### src/rtl/serial_word_adder_if.sv
// Word-level handshake bundle between the serialiser side and the bit-serial adder.
interface serial_word_adder_if #(
  parameter int unsigned WIDTH = 8
);
  logic             start;
  logic             in_valid;
  logic             a;
  logic             b;
  logic             sum_bit;
  logic             sum_valid;
  logic [WIDTH-1:0] sum_word;
  logic             cout;
  logic             done;
  logic             busy;

  // Upstream side: drives operand bits and start, observes the result.
  modport master (
    output start, in_valid, a, b,
    input  sum_bit, sum_valid, sum_word, cout, done, busy
  );

  // Adder side.
  modport slave (
    input  start, in_valid, a, b,
    output sum_bit, sum_valid, sum_word, cout, done, busy
  );
endinterface

### src/rtl/serial_word_adder.sv
// Bit-serial adder: one LSB-first bit pair per accepted cycle, carry kept in a
// register, sum bits streamed out and assembled into a WIDTH-bit word plus cout.
module serial_word_adder #(
  parameter int unsigned WIDTH = 8
) (
  input logic              clk,
  input logic              areset,
  serial_word_adder_if.slave bus
);

  localparam int unsigned CNT_W = (WIDTH > 2) ? $clog2(WIDTH) : 1;
  localparam logic [CNT_W-1:0] LAST_IDX = CNT_W'(WIDTH - 1);

  typedef enum logic [1:0] {
    IDLE = 2'd0,
    ADD  = 2'd1,
    DONE = 2'd2
  } state_t;

  state_t           state;
  logic             carry;
  logic [CNT_W-1:0] count;
  logic             sum_bit_reg;
  logic             sum_valid_reg;
  logic [WIDTH-1:0] sum_word_reg;
  logic             cout_reg;
  logic             done_reg;
  logic             busy_reg;

  logic sum_c;
  logic carry_c;

  // Full-adder primitive on the current pair and the stored carry.
  assign sum_c   = bus.a ^ bus.b ^ carry;
  assign carry_c = (bus.a & bus.b) | (bus.a & carry) | (bus.b & carry);

  // Control FSM plus datapath registers; start arms from any state and
  // discards the pair presented with it.
  always_ff @(posedge clk or posedge areset) begin
    if (areset) begin
      state         <= IDLE;
      carry         <= 1'b0;
      count         <= '0;
      sum_bit_reg   <= 1'b0;
      sum_valid_reg <= 1'b0;
      sum_word_reg  <= '0;
      cout_reg      <= 1'b0;
      done_reg      <= 1'b0;
      busy_reg      <= 1'b0;
    end else begin
      sum_valid_reg <= 1'b0;
      done_reg      <= 1'b0;
      case (state)
        IDLE: begin
          if (bus.start) begin
            state        <= ADD;
            busy_reg     <= 1'b1;
            carry        <= 1'b0;
            count        <= '0;
            sum_word_reg <= '0;
            cout_reg     <= 1'b0;
          end
        end
        ADD: begin
          if (bus.start) begin
            carry        <= 1'b0;
            count        <= '0;
            sum_word_reg <= '0;
            cout_reg     <= 1'b0;
          end else if (bus.in_valid) begin
            carry               <= carry_c;
            sum_word_reg[count] <= sum_c;
            sum_bit_reg         <= sum_c;
            sum_valid_reg       <= 1'b1;
            if (count == LAST_IDX) begin
              cout_reg <= carry_c;
              done_reg <= 1'b1;
              busy_reg <= 1'b0;
              state    <= DONE;
            end else begin
              count <= count + CNT_W'(1);
            end
          end
        end
        DONE: begin
          if (bus.start) begin
            state        <= ADD;
            busy_reg     <= 1'b1;
            carry        <= 1'b0;
            count        <= '0;
            sum_word_reg <= '0;
            cout_reg     <= 1'b0;
          end else begin
            state <= IDLE;
          end
        end
        default: begin
          state    <= IDLE;
          busy_reg <= 1'b0;
        end
      endcase
    end
  end

  assign bus.sum_bit   = sum_bit_reg;
  assign bus.sum_valid = sum_valid_reg;
  assign bus.sum_word  = sum_word_reg;
  assign bus.cout      = cout_reg;
  assign bus.done      = done_reg;
  assign bus.busy      = busy_reg;

endmodule
### src/flat_wrapper.sv
// flat-port wrapper written by rule: the top's interface ports become plain ports
module serial_word_adder_flat 
#(
  parameter int unsigned WIDTH = 8
)
  (clk, areset, bus_start, bus_in_valid, bus_a, bus_b, bus_sum_bit, bus_sum_valid, bus_sum_word, bus_cout, bus_done, bus_busy);
  serial_word_adder_if #(.WIDTH(WIDTH)) bus_i ();
  input logic clk;
  input logic areset;
  input wire logic [$bits(bus_i.start)-1:0] bus_start;
  input wire logic [$bits(bus_i.in_valid)-1:0] bus_in_valid;
  input wire logic [$bits(bus_i.a)-1:0] bus_a;
  input wire logic [$bits(bus_i.b)-1:0] bus_b;
  output wire logic [$bits(bus_i.sum_bit)-1:0] bus_sum_bit;
  output wire logic [$bits(bus_i.sum_valid)-1:0] bus_sum_valid;
  output wire logic [$bits(bus_i.sum_word)-1:0] bus_sum_word;
  output wire logic [$bits(bus_i.cout)-1:0] bus_cout;
  output wire logic [$bits(bus_i.done)-1:0] bus_done;
  output wire logic [$bits(bus_i.busy)-1:0] bus_busy;
  assign bus_i.start = bus_start;
  assign bus_i.in_valid = bus_in_valid;
  assign bus_i.a = bus_a;
  assign bus_i.b = bus_b;
  assign bus_sum_bit = bus_i.sum_bit;
  assign bus_sum_valid = bus_i.sum_valid;
  assign bus_sum_word = bus_i.sum_word;
  assign bus_cout = bus_i.cout;
  assign bus_done = bus_i.done;
  assign bus_busy = bus_i.busy;
  serial_word_adder #(.WIDTH(WIDTH)) u_core (.clk(clk), .areset(areset), .bus(bus_i));
endmodule
### config.mk
export PLATFORM = sky130hd
export DESIGN_NAME = serial_word_adder_flat
export DESIGN_NICKNAME = d
export VERILOG_FILES = /design/src/rtl/serial_word_adder_if.sv /design/src/rtl/serial_word_adder.sv /design/src/flat_wrapper.sv
export SDC_FILE = /design/constraint.sdc
export NUM_CORES = 1
export LEC_CHECK = 0
export ABC_CLOCK_PERIOD_IN_PS = 2400
export CAP_MARGIN = 20
export CORE_UTILIZATION = 45
export DETAILED_ROUTE_END_ITERATION = 10
export PLACE_DENSITY = 0.71
export SLEW_MARGIN = 30
export SYNTH_ARGS = -nofsm -noshare
export SYNTH_HDL_FRONTEND = slang
export SYNTH_SLANG_ARGS = --single-unit
### constraint.sdc
create_clock -name clk -period 2.4 [get_ports clk]
set_input_delay 0.6 -clock clk [delete_from_list [all_inputs] [get_ports clk]]
set_output_delay 0.6 -clock clk [all_outputs]
set_load 0.05 [all_outputs]
# After elaboration in Yosys (flattened, before gate mapping)
# Index checks and enable logic that the tools add are counted.
[totals]
regBits = 19
in_bits = 6
output_inout_bits = 13
elab_cells = 79
[classes]
add_sub_neg = 1
magnitude_cmp = 2
n_eq_ne = 11
mux = 38
bitwise_logic = 8
reduce_logical = 10
[ops]
columns = ["op", "count"]
rows = [
  ["8-bit two-way mux", 3],
  ["1-bit two-way mux", 19],
  ["8-bit case mux with 2 select lines", 1],
  ["4-bit AND reduction", 4],
  ["3-bit two-way mux", 4],
  ["8-bit bitwise mux", 1],
  ["2-bit two-way mux", 4],
  ["2-bit inequality test (second input constant)", 3],
  ["3-bit inequality test (second input constant)", 2],
  ["1-bit case mux with 2 select lines", 3],
  ["2-bit case mux with 3 select lines", 1],
  ["3-bit case mux with 2 select lines", 1],
  ["3-bit AND reduction", 2],
  ["3-bit by 4-bit less-than comparator with 1-bit output (second input constant)", 1],
  ["2-bit by 1-bit inequality test with 1-bit output (second input constant)", 2],
  ["3-bit by 1-bit adder with 3-bit output (second input constant)", 1],
  ["1-bit bitwise AND", 3],
  ["1-bit demux with 3-bit select", 1],
  ["3-bit == test (second input constant)", 1],
  ["3-bit by 1-bit >= comparator with 1-bit output (second input constant)", 1],
  ["3-bit by 2-bit inequality test with 1-bit output (second input constant)", 1],
  ["2-bit by 1-bit == test with 1-bit output (second input constant)", 1],
  ["2-bit == test (second input constant)", 1],
  ["2-bit zero test", 1],
  ["6 further kinds", 8],
]

# Logic depth before layout (Yosys ltp)
# Gate-level depths: netlist of run 1.
[logic_depth]
depth_word = 8
ltp_mapped = 5
mapped_depth_nobuf = 5

# Least setup slack after synthesis of run 1
# OpenSTA, ideal clock, no wires.
[synth_path]
path_type = "register to register"
from = "reg u_core.count[0]"
to = "reg u_core.count[1]"
setup_ns = 0.125
arrival_ns = 1.524
required_time_ns = 2.275
slack_ns = 0.751
stages_incl_launch_ff = 5
n_path_buf = 0
synth_period_minus_slack_ns = 1.649
path_cell_list = "dfrtp_1 > ha_1 > ha_1 > a221o_1 > mux2_4"
[synth_between]
elab_chain_cells = 5
word_cells_on_any_way = 8
cone_classes = "add/sub (1); eq/ne (2); mux (4); reduce/logical (1)"
[synth_rtl]
columns = ["item", "line_no", "text"]
rows = [
  ["start, declared", "serial_word_adder.sv:22", "logic [CNT_W-1:0] count;"],
  ["start signal, assigned", "serial_word_adder.sv:81", "count <= count + CNT_W'(1);"],
  ["3-bit by 1-bit adder with 3-bit output", "serial_word_adder.sv:81", ""],
  ["3-bit two-way mux", "serial_word_adder.sv:75", "if (count == LAST_IDX) begin"],
  ["3-bit two-way mux", "serial_word_adder.sv:70", "end else if (bus.in_valid) begin"],
  ["3-bit two-way mux", "serial_word_adder.sv:65", "if (bus.start) begin"],
  ["3-bit case mux with 2 select lines", "serial_word_adder.sv:53", "case (state)"],
]
# Parallel ways exist; a longest one is shown, timed or not. The select of a mux whose other input is x is not followed.
# A chain may end at the register's enable or synchronous reset.

# Worst setup path in the final report of run 1
[layout_path]
from = "reg u_core.sum_word_reg[6] (netlist: u_core.bus.sum_word[6])"
to = "out bus_sum_word[6]"
[layout_rtl]
columns = ["item", "line_no", "text"]
rows = [
  ["start, declared", "serial_word_adder.sv:25", "logic [WIDTH-1:0] sum_word_reg;"],
  ["start signal, assigned by index", "serial_word_adder.sv:72", "sum_word_reg[count] <= sum_c;"],
  ["end, declared", "flat_wrapper.sv:16", "output wire logic [$bits(bus_i.sum_word)-1:0] bus_sum_word;"],
]
# No word-level cell between the ends.

==> run summary, run 1 <==
* clkdlybuf4s50_1 — slowest cell on the critical path
* 19 — number of primary I/O pins
* 47.98% — effective utilization at floorplan
* 618 — vias in the first global route
* 0 — antenna cells
* 0 — reported max-cap violation count
* 86 — cell count after synthesis
* 2 — worst hold stages
* 8 — Largest register FFs
* 1714 µm — final wirelength
* 0 — number of enable-type register cells in the synthesized netlist
* 2 — CP Max Fanout
* dfrtp_1 — Most used DFF post-synth
* 0 — Final Hold Violating Endpoints
* 131 — Layout Cells excl Fill
* 19 — number of clock sinks
* flop — Worst setup SP type
* 50.00% — sequential-to-total area share from yosys stat
* 13 — drt initial violations
* 16 — Cell Rows
* output port — type of element capturing the critical path
* 2753 µm — wire length of the first global-routing pass
* 18 — Port Buffers
* 4 — count of cells along the worst register-to-register path
* 615.3 nW/µm² — power per cell area
* bus_sum_word[6] — timing endpoint of the critical path
* u_core.count[1] — capture point of the worst reg-to-reg path
* 47.97 µm — die width
* 1 — critical path depth in cells
* 1146 µm² — instance area at placement
* 19 — flop and latch count out of synthesis
* 1982 µm² — area of the core
* 332.2 ps — crit path setup slack, layout
* 23.42% — area overhead of the layout relative to synthesis
* 0.4836 GHz — top achievable clock speed
* 50.00% — fraction of post-synthesis cell area in the top cell type by area
* 0 ps — final sum of negative setup slack
* 127 — placed instance count
* 11.54% — layout cell share with drive strength beyond 1
* 1800 ps — required time of the worst setup path
* 1218 µm — HPWL Detailed
* flop to flop — worst min-delay path class
* 2068 ps — min Tclk post-route
* dfrtp_1 50%, ha_1 3.9%, o31ai_1 3.9%, o311ai_0 3.7%, a21oi_1 3.2% — biggest area contributors in the synthesized netlist
* 0.7221 mW — overall power of the completed layout
* clkdlybuf4s50_1 — worst-path cell chain
* 620 ps — Worst R2R Setup Slack
* 0 — number of gates resized after CTS
* 4.450 ps — Worst Clk Skew
* 5.618 — routed vias/inst
* 3 — Num CTS Buffers
* done — TritonCTS clock tree
* 290 ps — source-to-sink clock delay at the later pin of the worst-skew pair
* 531.2 ps — Min Hold Slack
* 0 — post-CTS setup repair buffer count
* 86.16% — final cycle utilization of the critical path
* 59.22% — share of the core filled with cells
* 20 — pin count of the biggest net entering global routing
* 0.4043 mV — maximum VDD drop
* 4 — DRT Pass-1 Iters
* 264.2 ps — DP Worst Slack
* u_core.bus.sum_word[6] — Crit. Startpoint
* 19 x dfrtp_1, 7 x nand2_1, 6 x a21oi_1, 5 x o31ai_1 — Synth top cells by count
* 1174 µm² — Finished Cell Area
* 1 — count of H-tree levels built during CTS
* finished clean — run status
* 0.8026 — final weighted congestion in routability-driven placement
* 16.94% — GRT Overall Usage
* 810 ps — stage delay of the slowest cell on the critical path
* 736 — via count
* 437.9 µm² — total area of multi-input combinational cells
* 0 — final number of setup-violating endpoints
* flop to output port — worst setup path class
* 115 — number of nets in the final layout
* buffers and inverters — cell class contributing the biggest share of worst-path delay
* 13.08 µm — Avg WL per Cell
* 0 — DRC Markers
* 31 — count of distinct cell types in the synthesized netlist
* 11.06 µm² — Mapped Avg Cell Area
* dfrtp_1 — library cell with the largest summed area after synthesis
* 475.5 µm² — register area
* 950.9 µm² — area of the mapped netlist
* 0 — count of final max-slew check failures
* 2301 µm² — total die area
* 710.0 ps — Least-Margin Pin Slew
* 0 — Yosys warning count
* 0.5290 nW — static leakage
* 0 — total congestion overflow after global routing
* 100.0% — fraction of synthesis flops using an asynchronous set or reset pin
* 1470 ps — endpoint arrival time on the critical path
* 96 — Synth Net Count
* false — setup repair after global routing missed its margin
* dfrtp_1 — library cell with the highest instance count after synthesis
* 159 — number of fillers in the final layout
* 0 — count of hold buffers inserted by post-cts repair
* 0 — Final ANT Viol Nets
* u_core.count[0] — launching point of the worst reg2reg path
* 2 — buffer levels on the longest clock path
* 1 — number of buffers and inverters on the critical path
* 0 — number of antenna violations at the first check in global routing
* 47.97 µm — Die Y-Extent
* clkbuf_4 — cell at the root of the clock tree
* 52.62% — Slew HR
* 110 ps — clock-pin transition on the worst setup and hold timing paths
==> cells in the final DEF, fill, tap and decap left out <==
| cell type | count |
|---|---|
| clkbuf_4 | 3 |
| clkdlybuf4s50_1 | 18 |
| o311ai_1 | 1 |
| and2_1 | 2 |
| nor3_1 | 1 |
| a31o_2 | 1 |
| nand3_1 | 3 |
| a21bo_1 | 1 |
| nand4b_1 | 1 |
| a221o_1 | 1 |
| inv_1 | 4 |
| nand3b_1 | 1 |
| mux2i_1 | 2 |
| fa_1 | 1 |
| mux2_4 | 2 |
| o32ai_1 | 1 |
| o31ai_1 | 5 |
| and3b_1 | 1 |
| o21ai_0 | 4 |
| a21oi_1 | 6 |
| nand2b_1 | 2 |
| nand2_1 | 7 |
| or2_2 | 1 |
| clkinv_2 | 1 |
| and4bb_2 | 2 |
| and3_1 | 2 |
| ha_1 | 3 |
| nand2_2 | 1 |
| o211ai_1 | 2 |
| dfrtp_1 | 19 |
| o311ai_0 | 4 |
| inv_2 | 1 |
==> per-layer routing <==
layer,global-route usage [%],wire length (µm)
met3,3.396,56
met2,26.49,788
met4,5.000,15
met5,0,0
met1,23.61,854
==> kinds of logic after synthesis <==
logic type,Yosys count,synth area share (%)
AOI/OAI and AO/OA,26,19.34
buffers and inverters,9,3.946
DFF,19,50.00
and+or+nand+nor,24,15.39
muxes,4,5.263
adders and majority gates,4,6.053
==> where the power goes <==
group	internal [mW]	switching [mW]	total, mW
sequential	0.345	0.0269	0.372
combinational	0.0729	0.118	0.191
clock	0.0618	0.0970	0.159
total	0.480	0.242	0.722
==> area by class of cell <==
type,instances,share of cell area [%]
clock buffers,3,1.919
clock inverters,1,0.4264
inverters,5,1.599
multi-input cells,58,37.31
flip-flops and latches,19,40.51
well taps,27,2.878
repair buffers,18,15.35
==> worst min-delay path by stage <==
stage | from | end | slack, ps
after floorplan | u_core.carry | u_core.carry | 510
after global placement | u_core.bus.cout | u_core.bus.cout | 520
after detailed placement | u_core.bus.cout | u_core.bus.cout | 520
after CTS | u_core.bus.cout | u_core.bus.cout | 540
after global routing | u_core.bus.busy | u_core.bus.busy | 570
final | u_core.bus.cout | u_core.bus.cout | 530
(Power assumes the default switching activity.)
==> run 2: changes to the inputs <==
--- a/config.mk
+++ b/config.mk
@@ -8,8 +8,10 @@
 export ABC_CLOCK_PERIOD_IN_PS = 2400
 export CAP_MARGIN = 20
 export CORE_UTILIZATION = 45
+export CTS_CLUSTER_DIAMETER = 40
 export DETAILED_ROUTE_END_ITERATION = 10
-export PLACE_DENSITY = 0.71
+export PLACE_DENSITY = 0.72
+export RECOVER_POWER = 25
 export SLEW_MARGIN = 30
 export SYNTH_ARGS = -nofsm -noshare
 export SYNTH_HDL_FRONTEND = slang
==> run summary, run 2 (synthesis results as in run 1) <==
* finished clean — run status
* dfrtp_1 — most common cell after layout, fill and taps aside
* 2 — buffer levels on the longest clock path
* 0 — final number of setup-violating endpoints
* 20 — pin count of the biggest net entering global routing
* 0 — total congestion overflow after global routing
* 127 — placed instance count
* 0.7482 — final weighted congestion in routability-driven placement
* 1146 µm² — instance area at placement
* 2953 µm — wire length of the first global-routing pass
* clkdlybuf4s50_1 — worst-path cell chain
* 616.9 nW/µm² — power per cell area
* 47.97 µm — Die Y-Extent
* u_core.bus.cout — endpoint of the worst hold-timing path
* 7 — drt initial violations
* clkbuf_4 — cell at the root of the clock tree
* 290 ps — source-to-sink clock delay at the later pin of the worst-skew pair
* 0 — Final ANT Viol Nets
* 728 — via count
* 1470 ps — endpoint arrival time on the critical path
* 0.4106 mV — maximum VDD drop
* 16 — Cell Rows
* 110 ps — clock-pin transition on the worst setup and hold timing paths
* 1757 µm — final wirelength
* 2067 ps — min Tclk post-route
* buffers and inverters — cell class contributing the biggest share of worst-path delay
* 4 — DRT Pass-1 Iters
* 19 — number of clock sinks
* 0.5293 nW — static leakage
* 8 — Largest register FFs
* 0 — count of final max-slew check failures
* flop — Worst setup SP type
* 0 — number of antenna violations at the first check in global routing
* 53.38% — Slew HR
* 47.98% — effective utilization at floorplan
* 2 — worst hold stages
* clkdlybuf4s50_1 — slowest cell on the critical path
* 1174 µm² — Finished Cell Area
* flop to flop — worst min-delay path class
* 0 — Final Hold Violating Endpoints
* 3 — Num CTS Buffers
* false — setup repair after global routing missed its margin
* 131 — Layout Cells excl Fill
* 0.4838 GHz — top achievable clock speed
* 5.557 — routed vias/inst
* 253.9 ps — DP Worst Slack
* u_core.count[1] — capture point of the worst reg-to-reg path
* done — TritonCTS clock tree
* 19 x dfrtp_1, 17 x clkdlybuf4s50_1, 7 x nand2_1, 6 x a21oi_1, 5 x o31ai_1 — top library cells by usage in the layout, fill and taps aside
* u_core.bus.cout — startpoint of the most critical hold path
* 13.41 µm — Avg WL per Cell
* output port — type of element capturing the critical path
* 2 — CP Max Fanout
* 4 — count of cells along the worst register-to-register path
* 0 ps — final sum of negative setup slack
* 47.97 µm — die width
* 1 — count of H-tree levels built during CTS
* u_core.count[0] — launching point of the worst reg2reg path
* 115 — number of nets in the final layout
* 19 — number of primary I/O pins
* 2301 µm² — total die area
* 0 — number of gates resized after CTS
* 1800 ps — required time of the worst setup path
* 23.42% — area overhead of the layout relative to synthesis
* 0 — antenna cells
* 0 — DRC Markers
* 86.13% — final cycle utilization of the critical path
* 11.54% — layout cell share with drive strength beyond 1
* 696 — vias in the first global route
* 18 — Port Buffers
* 0 — post-CTS setup repair buffer count
* 4.715 ps — Worst Clk Skew
* 1982 µm² — area of the core
* 698.5 ps — Least-Margin Pin Slew
* 0 — count of hold buffers inserted by post-cts repair
* 18.80% — GRT Overall Usage
* 333.0 ps — crit path setup slack, layout
* 810 ps — stage delay of the slowest cell on the critical path
* flop to output port — worst setup path class
* 630 ps — Worst R2R Setup Slack
* 0 — reported max-cap violation count
* 1 — number of buffers and inverters on the critical path
[run 2: worst min-delay path, cell delays in order (launching register included)]
cell,delay (ps)
dfrtp_1,390
nand2_1,60
mux2i_1,60
[run 2: metrics by stage]
step           hold slack (ps)  utilization [%]  total power, mW
2_1_floorplan            509.0                -           0.5085
3_3_place_gp             518.3            57.83           0.5667
3_5_place_dp             523.0            57.83           0.5707
4_1_cts                  544.2            59.22           0.7341
5_1_grt                  577.2            59.22           0.7612
6_report                 538.5            59.22           0.7241
[run 2: how the worst max path moves through the flow]
stage,depth (start not counted),slack (ps),from,to
final,1,330,u_core.bus.sum_word[7],bus_sum_word[7]
after floorplan,4,750,u_core.count[0],u_core.count[1]
after CTS,1,300,u_core.bus.sum_word[3],bus_sum_word[3]
after global placement,4,280,bus_start,u_core.count[1]
after detailed placement,4,250,bus_in_valid,u_core.count[1]
after global routing,1,260,u_core.bus.sum_word[3],bus_sum_word[3]
[run 2: where the power goes]
part           internal (mW)  leakage (nW)  total (mW)  switching, mW
Combinational         0.0723         0.260       0.190          0.118
Sequential             0.345         0.252       0.373         0.0279
Clock                 0.0620        0.0177       0.161         0.0993
Total                  0.479         0.529       0.724          0.245
[run 2: per-layer routing]
metal | GRT usage, % | up-vias | part of all wire [%]
met3 | 3.396 | 4 | 2.9
met4 | 8.333 | 0 | 1.8
met5 | 0 | - | 0
met1 | 23.89 | 347 | 49
met2 | 31.08 | 17 | 47
li1 | - | 360 | -
[run 2: area by class of cell]
class	instances	area, µm²
Timing Repair Buffer	18	180.2
Inverter	5	18.77
Multi-Input combinational cell	58	437.9
Tap cell	27	33.78
Clock inverter	1	5.005
Clock buffer	3	22.52
Sequential cell	19	475.5
Fill cell	157	808.3
==> run 3: changes to the inputs <==
--- a/config.mk
+++ b/config.mk
@@ -12,6 +12,7 @@
 export DETAILED_ROUTE_END_ITERATION = 10
 export PLACE_DENSITY = 0.72
 export RECOVER_POWER = 25
+export SETUP_SLACK_MARGIN = 0.15
 export SLEW_MARGIN = 30
 export SYNTH_ARGS = -nofsm -noshare
 export SYNTH_HDL_FRONTEND = slang
==> results of run 3 <==
The final DEF is identical to that of run 2; final timing and power are the same.
